==> src/rtl/sca_window_ctrl.sv <==
// Capture-window controller: start -> pre-delay (ARM) -> run window -> guard -> done.
// Build option WINDOW_OPZERO_EN: operands read 0 outside the RUN window.
module sca_window_ctrl #(
  parameter int DATA_W    = 24,
  parameter int CNT_W     = 8,
  parameter int GUARD_CYC = 4
) (
  input  logic              clk,
  input  logic              rst,
  input  logic              start,
  input  logic [DATA_W-1:0] a_in,
  input  logic [DATA_W-1:0] b_in,
  input  logic [CNT_W-1:0]  pre_dly,
  input  logic [CNT_W-1:0]  run_len,
  output logic [DATA_W-1:0] a_out,
  output logic [DATA_W-1:0] b_out,
  output logic              working_flag,
  output logic              trig,
  output logic              busy,
  output logic              done,
  output logic              overrun
);

  localparam int G_W = $clog2(GUARD_CYC + 1);
  localparam logic [G_W-1:0] GUARD_LOAD = G_W'(GUARD_CYC);

  typedef enum logic [1:0] {IDLE, ARM, RUN, GUARD} state_t;

  state_t            state_q, state_d;
  logic [CNT_W-1:0]  pcnt_q, pcnt_d;
  logic [CNT_W-1:0]  rcnt_q, rcnt_d;
  logic [G_W-1:0]    gcnt_q, gcnt_d;
  logic [DATA_W-1:0] op_a_q, op_a_d;
  logic [DATA_W-1:0] op_b_q, op_b_d;
  logic              wf_q, wf_d;
  logic              trig_q, trig_d;
  logic              busy_q, busy_d;
  logic              done_q, done_d;
  logic              overrun_q, overrun_d;
`ifdef WINDOW_OPZERO_EN
  logic [DATA_W-1:0] a_out_q, a_out_d;
  logic [DATA_W-1:0] b_out_q, b_out_d;
`endif

  always_comb begin
    state_d   = state_q;
    pcnt_d    = pcnt_q;
    rcnt_d    = rcnt_q;
    gcnt_d    = gcnt_q;
    op_a_d    = op_a_q;
    op_b_d    = op_b_q;
    done_d    = 1'b0;
    // A start outside IDLE never reaches the sequencer; it only latches the error flag.
    overrun_d = overrun_q | (start && (state_q != IDLE));

    case (state_q)
      IDLE: begin
        if (start) begin
          op_a_d  = a_in;
          op_b_d  = b_in;
          pcnt_d  = pre_dly;
          rcnt_d  = (run_len == '0) ? CNT_W'(1) : run_len;
          state_d = (pre_dly != '0) ? ARM : RUN;
        end
      end
      ARM: begin
        pcnt_d = pcnt_q - CNT_W'(1);
        if (pcnt_q == CNT_W'(1)) state_d = RUN;
      end
      RUN: begin
        rcnt_d = rcnt_q - CNT_W'(1);
        if (rcnt_q == CNT_W'(1)) begin
          state_d = GUARD;
          gcnt_d  = GUARD_LOAD;
        end
      end
      GUARD: begin
        gcnt_d = gcnt_q - G_W'(1);
        if (gcnt_q == G_W'(1)) begin
          state_d = IDLE;
          done_d  = 1'b1;
        end
      end
      default: state_d = IDLE;
    endcase

    // Outputs are decoded from the next state so they line up with the state register.
    wf_d   = (state_d == RUN);
    trig_d = (state_d == RUN) && (state_q != RUN);
    busy_d = (state_d != IDLE);
`ifdef WINDOW_OPZERO_EN
    a_out_d = (state_d == RUN) ? op_a_d : '0;
    b_out_d = (state_d == RUN) ? op_b_d : '0;
`endif
  end

  always_ff @(posedge clk) begin
    if (rst) begin
      state_q   <= IDLE;
      pcnt_q    <= '0;
      rcnt_q    <= '0;
      gcnt_q    <= '0;
      op_a_q    <= '0;
      op_b_q    <= '0;
      wf_q      <= 1'b0;
      trig_q    <= 1'b0;
      busy_q    <= 1'b0;
      done_q    <= 1'b0;
      overrun_q <= 1'b0;
`ifdef WINDOW_OPZERO_EN
      a_out_q   <= '0;
      b_out_q   <= '0;
`endif
    end else begin
      state_q   <= state_d;
      pcnt_q    <= pcnt_d;
      rcnt_q    <= rcnt_d;
      gcnt_q    <= gcnt_d;
      op_a_q    <= op_a_d;
      op_b_q    <= op_b_d;
      wf_q      <= wf_d;
      trig_q    <= trig_d;
      busy_q    <= busy_d;
      done_q    <= done_d;
      overrun_q <= overrun_d;
`ifdef WINDOW_OPZERO_EN
      a_out_q   <= a_out_d;
      b_out_q   <= b_out_d;
`endif
    end
  end

`ifdef WINDOW_OPZERO_EN
  assign a_out = a_out_q;
  assign b_out = b_out_q;
`else
  assign a_out = op_a_q;
  assign b_out = op_b_q;
`endif
  assign working_flag = wf_q;
  assign trig         = trig_q;
  assign busy         = busy_q;
  assign done         = done_q;
  assign overrun      = overrun_q;

endmodule

==> config.mk <==
export PLATFORM = sky130hd
export DESIGN_NAME = sca_window_ctrl
export DESIGN_NICKNAME = d
export VERILOG_FILES = /design/src/rtl/sca_window_ctrl.sv
export SDC_FILE = /design/constraint.sdc
export NUM_CORES = 1
export LEC_CHECK = 0
export CORE_MARGIN = 2
export CORE_UTILIZATION = 41
export CTS_BUF_LIST = sky130_fd_sc_hd__clkbuf_4 sky130_fd_sc_hd__clkbuf_8
export DETAILED_ROUTE_END_ITERATION = 8
export GPL_TIMING_DRIVEN = 0
export PLACE_DENSITY_LB_ADDON = 0.25
export SETUP_SLACK_MARGIN = 0.02
export SYNTH_ARGS = -nofsm -noshare
export SYNTH_HDL_FRONTEND = slang
export SYNTH_SLANG_ARGS = --single-unit
==> constraint.sdc <==
create_clock -name clk -period 1.8 [get_ports clk]
set_clock_uncertainty 0.2 [all_clocks]
set_input_delay 0.36 -clock clk [delete_from_list [all_inputs] [get_ports clk]]
set_output_delay 0.36 -clock clk [all_outputs]
set_load 0.03 [all_outputs]
Yosys cells after proc, flatten, opt, wreduce, memory -nomap -nowiden
Index checks and enable logic that the tools add are counted.
Widths: inputs -> output; s select.

word-level totals
  input bits = 67
  word-level logic and storage cells = 55
  register bits = 74
  output and inout bits = 53

operators by class
  add/subtract/negate cells = 3
  equality and inequality tests = 10
  bitwise operators = 2
  reduce and logical (&&, ||, !) cells = 15
  mux-type cells = 14

operators with widths
  cell                 number
  $pmux 8 s2           2
  $mux 8               3
  $eq 8x1->1 const B   2
  $sub 8x1->8 const B  2
  $mux 2               5
  $reduce_bool 2->1    5
  $logic_not 8->1      1
  $pmux 2 s4           1
  $reduce_and 2->1     4
  $reduce_bool 8->1    1
  $eq 2x2->1 const B   3
  $ne 2x2->1 const B   3
  $pmux 3 s2           1
  $eq 3x1->1 const B   1
  $mux 3               1
  $sub 3x1->3 const B  1
  $eq 2x1->1 const B   1
  $logic_and 1x1->1    2
  $logic_not 2->1      1
  $reduce_or 2->1      1
  $mux 1               1
  $not 1->1            1
  $or 1x1->1           1

Logic depth before layout (Yosys ltp)
  word-level depth = 6
  gate-level depth with buffers = 6
  depth with buffers taken out = 6

Worst setup path before layout
OpenSTA, ideal clock, no wires.

  path kind = register to register
  start point = reg rcnt_q[5]
  end point = reg wf_q, in the netlist working_flag
  setup slack = 0.047 ns
  setup time = 0.115 ns
  period minus slack after synthesis = 1.753 ns
  buffers on the path = 0
  stages on the path, launching flop included = 5
  arrival = 1.438 ns
  data required time = 1.485 ns
  cells stage by stage = dfxtp_1 or4_4 o41ai_4 a221oi_2 and2_1

on the way
  longest elaborated chain between the ends = 4

ends and longest elaborated chain
  element                   line  source
  start: declaration        31    logic [CNT_W-1:0] rcnt_q, rcnt_d;
  start signal: assignment  117   rcnt_q <= rcnt_d;
  $eq 8x1->1                72    if (rcnt_q == CNT_W'(1)) begin
  $mux 2                    72
  $pmux 2 s4                56    case (state_q)
  $eq 2x2->1                88    wf_d = (state_d == RUN);
  end signal: assignment    121   wf_q <= wf_d;
  end: declaration          35    logic wf_q, wf_d;

Every way passes these cells.
A chain may end at the register's enable or synchronous reset.

Worst setup path after layout
  start point = reg rcnt_q[5]
  end point = reg gcnt_q[1]

on the way
  longest elaborated chain between the ends = 3

ends and longest elaborated chain
  element                            line  source
  $eq 8x1->1                         72
  $ne 2x2->1 (no source line)        -
  $reduce_and 2->1 (no source line)  -
  end signal: assignment             118   gcnt_q <= gcnt_d;
  end: declaration                   32    logic [G_W-1:0] gcnt_q, gcnt_d;

Every way passes these cells.

==> impl_metrics.json <==
{
  "status": "finished, violations left",
  "violations": "negative setup slack",
  "num_vias": 3061,
  "track_usage_pct": 20.37,
  "cap_violations": 0,
  "die_w_um": 90.80,
  "p_leak_nw": 2.005,
  "slowest_stage": "or4_4",
  "min_period_ps": 1810,
  "crit_type": "register to register",
  "nFillCells": 680,
  "drc": 0,
  "hold_ws_ps": 167.9,
  "clkPwrFrac_pct": 35.8,
  "start_util_pct": 42.36,
  "wl_met1_mm": 3.793,
  "hold_class": "primary input to register",
  "top_layer": "met4",
  "wl_met3_um": 615,
  "cts_hold_buf": 0,
  "overflow": 0,
  "synth_edf_count": 0,
  "num_io_pins": 120,
  "cts.reportedPaths.clkPinSlew_ps": 80,
  "ff2ff_path_depth": 4,
  "grt_pass1_wl_mm": 13.61,
  "cts_buffer_depth": 2,
  "total_power_w": 0.004434,
  "fin_crit_sh_pct": 100.6,
  "rows": 31,
  "power.internal_w": 0.003186,
  "synth_seq_area_share_pct": 47.95,
  "setup-tns-final_ps": -12.68,
  "cts-buffers-inserted": 9,
  "globalplace.congestion": 0.7996,
  "nNetsFinal": 574,
  "dr.first_iter.drc_count": 133,
  "seq_power_share_pct": 42.2,
  "drive_gt1_share_pct": 12.85,
  "slew_viol_final": 0,
  "layout_commonest_cell": "nand2_1",
  "synthToLayoutAreaGrowth_pct": 52.69,
  "grt_max_degree": 13,
  "cts_num_sinks": 74,
  "drt-pass1-iter-count": 4,
  "clk_latency_ps": 340,
  "hpwl_mm": 5.999,
  "grt_antenna_before_repair": 0,
  "htreeDepth": 3,
  "multi_input_area_um2": 1511,
  "yosys_warnings": 0,
  "syn_area_um2": 3089,
  "path_max_fanout": 4,
  "worstSetupStartpointType": "register",
  "wl_met2_mm": 4.012,
  "cts_tree": "done",
  "power_switching_w": 0.001248,
  "antenna_cells": 0,
  "layout_common_cells": "105 x nand2_1, 70 x dfxtp_1, 66 x a21oi_1",
  "dpl_worst_slack_ps": -538.5,
  "async_flop_share_pct": 0,
  "arrival_ps": 1850,
  "dieArea_um2": 8245,
  "die_y_um": 90.80,
  "wl_per_cell_um": 14.21,
  "p_sw_share_pct": 28.14,
  "register_area_um2": 1486,
  "rsz0062_at_grt": "true",
  "end_kind": "register",
  "finalSetupViolCount": 2,
  "worst_pin_slew_ps": 455.5,
  "cp.required_ps": 1840,
  "ys_types": 50,
  "core_area_um2": 7292,
  "syn_nets": 442,
  "port_buffers": 119,
  "synth_flop_cell": "dfxtp_1",
  "grt_pass1_vias": 2925,
  "slew-limit-headroom_pct": 69.63,
  "ys_seq_elements": 74,
  "drt-total-wl_mm": 8.595,
  "setup_slack_ps": -10.08,
  "ant_nets": 0,
  "via_per_inst": 5.060,
  "max_freq_mhz": 552.5,
  "holdPathStages": 3,
  "irDropWorstVdd_mv": 0.5531,
  "root_buffer": "clkbuf_8",
  "synthesis.instances": 369,
  "synth.avg_cell_area_um2": 8.372,
  "path_cells": "or4_4 -> o41a_1 -> a21oi_1 -> nor2_1",
  "cp_slowest_stage_delay_ps": 560,
  "hold_viol_final": 0,
  "power_frac_comb_pct": 22.0,
  "p_per_area_nw_per_um2": 940.0
}
[cell type report]
type	count	area share (%)
tap	99	2.626
timing repair buffer	121	24.24
clock buffer	12	3.236
inverter	8	0.6366
buffer	25	3.607
multi-input combinational	262	32.04
sequential	74	31.51
clock inverter	4	2.095
[final timing paths]
| kind | from | slack (ps) | to |
|---|---|---|---|
| max | rcnt_q[5] | -10 | gcnt_q[1] |
| min | run_len[4] | 170 | rcnt_q[4] |
| max reg2reg | rcnt_q[5] | -10 | gcnt_q[1] |
| min reg2reg | overrun | 250 | overrun |
[routing by layer]
metal | track usage [%] | up-vias
met5 | 0 | -
met4 | 10.73 | 0
met3 | 4.508 | 13
met2 | 32.65 | 103
met1 | 25.60 | 1407
li1 | - | 1538
[stage by stage]
| step | utilization [%] | instance area [µm²] | std cells |
|---|---|---|---|
| 6_report | 64.69 | 4717 | 605 |
| 5_1_grt | 64.69 | 4717 | 605 |
| 4_1_cts | 63.56 | 4634 | 604 |
| 3_5_place_dp | 60.40 | 4404 | 587 |
| 3_3_place_gp | 60.40 | 4404 | 587 |
| 2_1_floorplan | - | 3089 | 369 |
[state kept, by name, indices dropped and copies added (netlist names)]
register      count
pcnt_q            8
state_q           2
b_out            24
overrun           1
a_out            24
rcnt_q            8
trig              1
busy              1
done              1
gcnt_q            3
working_flag      1
[synthesized netlist by cell type, drive strengths merged, types with 2 or more instances]
cell / n / share of area (%)
nor4: 8 / 2.0
dfxtp: 74 / 48
a21oi: 67 / 11
nand3: 5 / 0.81
o311ai: 4 / 1.1
nand2b: 5 / 1.5
nand3b: 3 / 0.73
or3: 2 / 0.45
nand2: 106 / 13
clkbuf: 14 / 2.3
buf: 11 / 2.3
o211ai: 2 / 0.49
or4: 4 / 1.2
nor3: 2 / 0.49
a31oi: 4 / 0.81
inv: 8 / 0.97
o21ai: 3 / 0.49
nor3b: 2 / 0.49
ha: 6 / 2.4
nor2: 14 / 1.7
o41ai: 2 / 1.4
a221oi: 2 / 0.77
and2b: 2 / 0.49
a211oi: 4 / 0.97
[critical path: cells and delay by family (launching register included)]
family          cells  cell delay [ps]
compound gates      2              570
flops               1              330
simple gates        2              610
[power groups by stage]
stage	Clock [W]	Combinational, W	Sequential, W
4_1_cts	0.00163	0.000948	0.00186
6_report	0.00159	0.000975	0.00187
2_1_floorplan	0	0.000401	0.00205
3_3_place_gp	0	0.000963	0.00189
3_5_place_dp	0	0.000979	0.00190
5_1_grt	0.00171	0.00106	0.00188
[repair_timing]
item | in CTS | in global routing
buffers inserted | 1 | 0
gates cloned | 0 | 1
gates resized for setup | 66 | 28
setup endpoints to repair | 117 | 63
pin swaps | 5 | 8
[cells by family (layout without fill, tap and decap cells)]
family,Yosys count,count (layout),synth area share [%]
AO/OA/AOI/OAI,98,98,20.01
buffers and inverters,33,170,5.589
AND/OR/NAND/NOR,158,158,24.02
adder cells (fa/ha/maj),6,6,2.430
flip-flops,74,74,47.95
No activity file was read; power rests on OpenSTA's default activity.
==> edit (config.mk and constraints unchanged) <==
Register the output `b_out` once more, cleared by the reset; this adds one clock of latency there. The other outputs are not delayed to match.
--- a/src/rtl/sca_window_ctrl.sv
+++ b/src/rtl/sca_window_ctrl.sv
@@ -135,7 +135,13 @@
   assign b_out = b_out_q;
 `else
   assign a_out = op_a_q;
-  assign b_out = op_b_q;
+  always_ff @(posedge clk) begin
+    if (rst) begin
+      b_out <= '0;
+    end else begin
+      b_out <= op_b_q;
+    end
+  end
 `endif
   assign working_flag = wf_q;
   assign trig         = trig_q;
Formal check against the unedited RTL: not equivalent (Yosys sat finds a counterexample within 4 cycles, from zero or initial values and one cycle with rst high).
==> edit against the unedited design <==
The run still ends with negative setup slack left. Maximum frequency shrank 8.7%. Sequential cell count increased by 24. Total power up 7.5%. Setup slack worse by 0.17 ns. Count of clock-buffer cells in the layout fell by 2. Die area up 17%. First-iteration DRC count decreased by 43%. Via count rose by 9.3%. Routed wire length increased by 7.4%. Area after synthesis grew 17%. Synthesized cell count increased by 15%. Sequential share of layout area rose by 5.9 points. Global-route usage decreased by 1.4 points. Final area rose by 12%. Critical endpoint is now working_flag.
==> edit: results <==
[critical_path]
worst_path_largest_cell_delay_ns = 0.54
worstPathArrival_ns = 2.04

[sta]
setup_violations = 8
setup_ws_ns = -0.183

[layout]
layout.nets = 632
diodes = 0
fin_cells = 672
drive_gt1_share_pct = 12.2

[run_status]
status = "finished, violations left"
failed_checks = "negative setup slack"

[detailed_routing]
drt_iter0_markers = 76
totalWireLength_mm = 9.23
routed_via_density = 4.98

[logic_synthesis]
ys_types = 42
synthTopCellsByArea = "dfxtp_1 (54%), nand2_1 (11%), a21oi_1 (9.0%)"
ys_seq_area_share_pct = 54.1
synthTopCellsByCount = "nand2_1 (108), dfxtp_1 (98), a21oi_1 (65)"
synth_top_area_share_pct = 54.1
postSynthAreaPerCell_um2 = 8.58
synth_nets = 496

[placed_design]
dp.cells = 650
place_ws_ns = -0.808
dp_hpwl_mm = 6.52
gp_congestion = 0.791
port_buffers = 119

[global_route]
first_global_vias = 3201
grt_start_max_net_pins = 18

[min_path]
hold_depth = 2
min_path_type = "register to register"
-- edit: cell types whose count changed in the layout (fill, tap and decap cells not counted), sizes merged, moves of 3 or more --
cell	delta
dlymetal6s2s	-3
nand2b	-3
nand3	+4
buf	-3
dfxtp	+24
clkbuf	+5
a31oi	+3
clkdlybuf4s50	+4
nor2	+5
nor2b	+26
-- edit: cells by family after synthesis --
group | after synthesis | synth area share [%]
AOI/OAI and AO/OA | 91 | 14.6
DFF | 98 | 54.1
buffers and inverters | 35 | 4.03
and+or+nand+nor | 191 | 24.7
muxes | 1 | 0.310
adders and majority gates | 6 | 2.07
xor gates and xnor gates | 1 | 0.241
-- edit: critical path: cells and delay by family, from the launching register on --
kind             cells  cell delay (ns)
AND/OR/NAND/NOR      3             1.17
flip-flops           1             0.34
AO/OA/AOI/OAI        1             0.17
-- edit: stage by stage --
stage | setup TNS, ns | area, um^2 | utilization, %
2_1_floorplan | -0.301 | 3630 | -
3_3_place_gp | -43.74 | 4960 | 57.4
3_5_place_dp | -45.54 | 4960 | 57.4
4_1_cts | -1.03 | 5160 | 59.8
5_1_grt | -1.40 | 5260 | 60.9
6_report | -0.994 | 5260 | 60.9
-- edit: final timing paths --
kind	startpoint	end	slack [ns]
worst max register to register	rcnt_q[5]	working_flag	-0.18
worst min-delay path	overrun	overrun	0.25
worst min register to register	overrun	overrun	0.25
worst max-delay path	rcnt_q[5]	working_flag	-0.18
-- edit: power by group --
| part | total (uW) | switching (uW) | internal [uW] | leakage [uW] |
|---|---|---|---|---|
| Clock | 1480 | 790 | 695 | 0.000101 |
| Sequential | 2400 | 89.6 | 2310 | 0.000805 |
| Combinational | 882 | 485 | 397 | 0.00132 |
| Total | 4770 | 1360 | 3400 | 0.00222 |
-- edit: layer usage --
layer / global-route usage [%] / part of all wire, %
met1: 23.2 / 43
met2: 32.3 / 50
met3: 4.37 / 5.5
met4: 7.91 / 2.1
met5: 0 / 0
-- edit: cell type report --
| cell class | count | area [um^2] |
|---|---|---|
| repair buffers | 125 | 1170 |
| well taps | 108 | 135 |
| multi-input cells | 291 | 1600 |
| inverters | 9 | 33.8 |
| clock inverters | 6 | 73.8 |
| fillers | 782 | 3370 |
| clock buffers | 10 | 138 |
| plain buffers | 25 | 141 |
| flip-flops and latches | 98 | 1970 |
-- edit: timing repair --
item	in CTS	in global routing
cloned	0	1
endpoints found under the setup margin	125	71
hold endpoints to repair	0	0
pin swaps	2	4
gates resized for setup	71	37
setup buffers	4	2
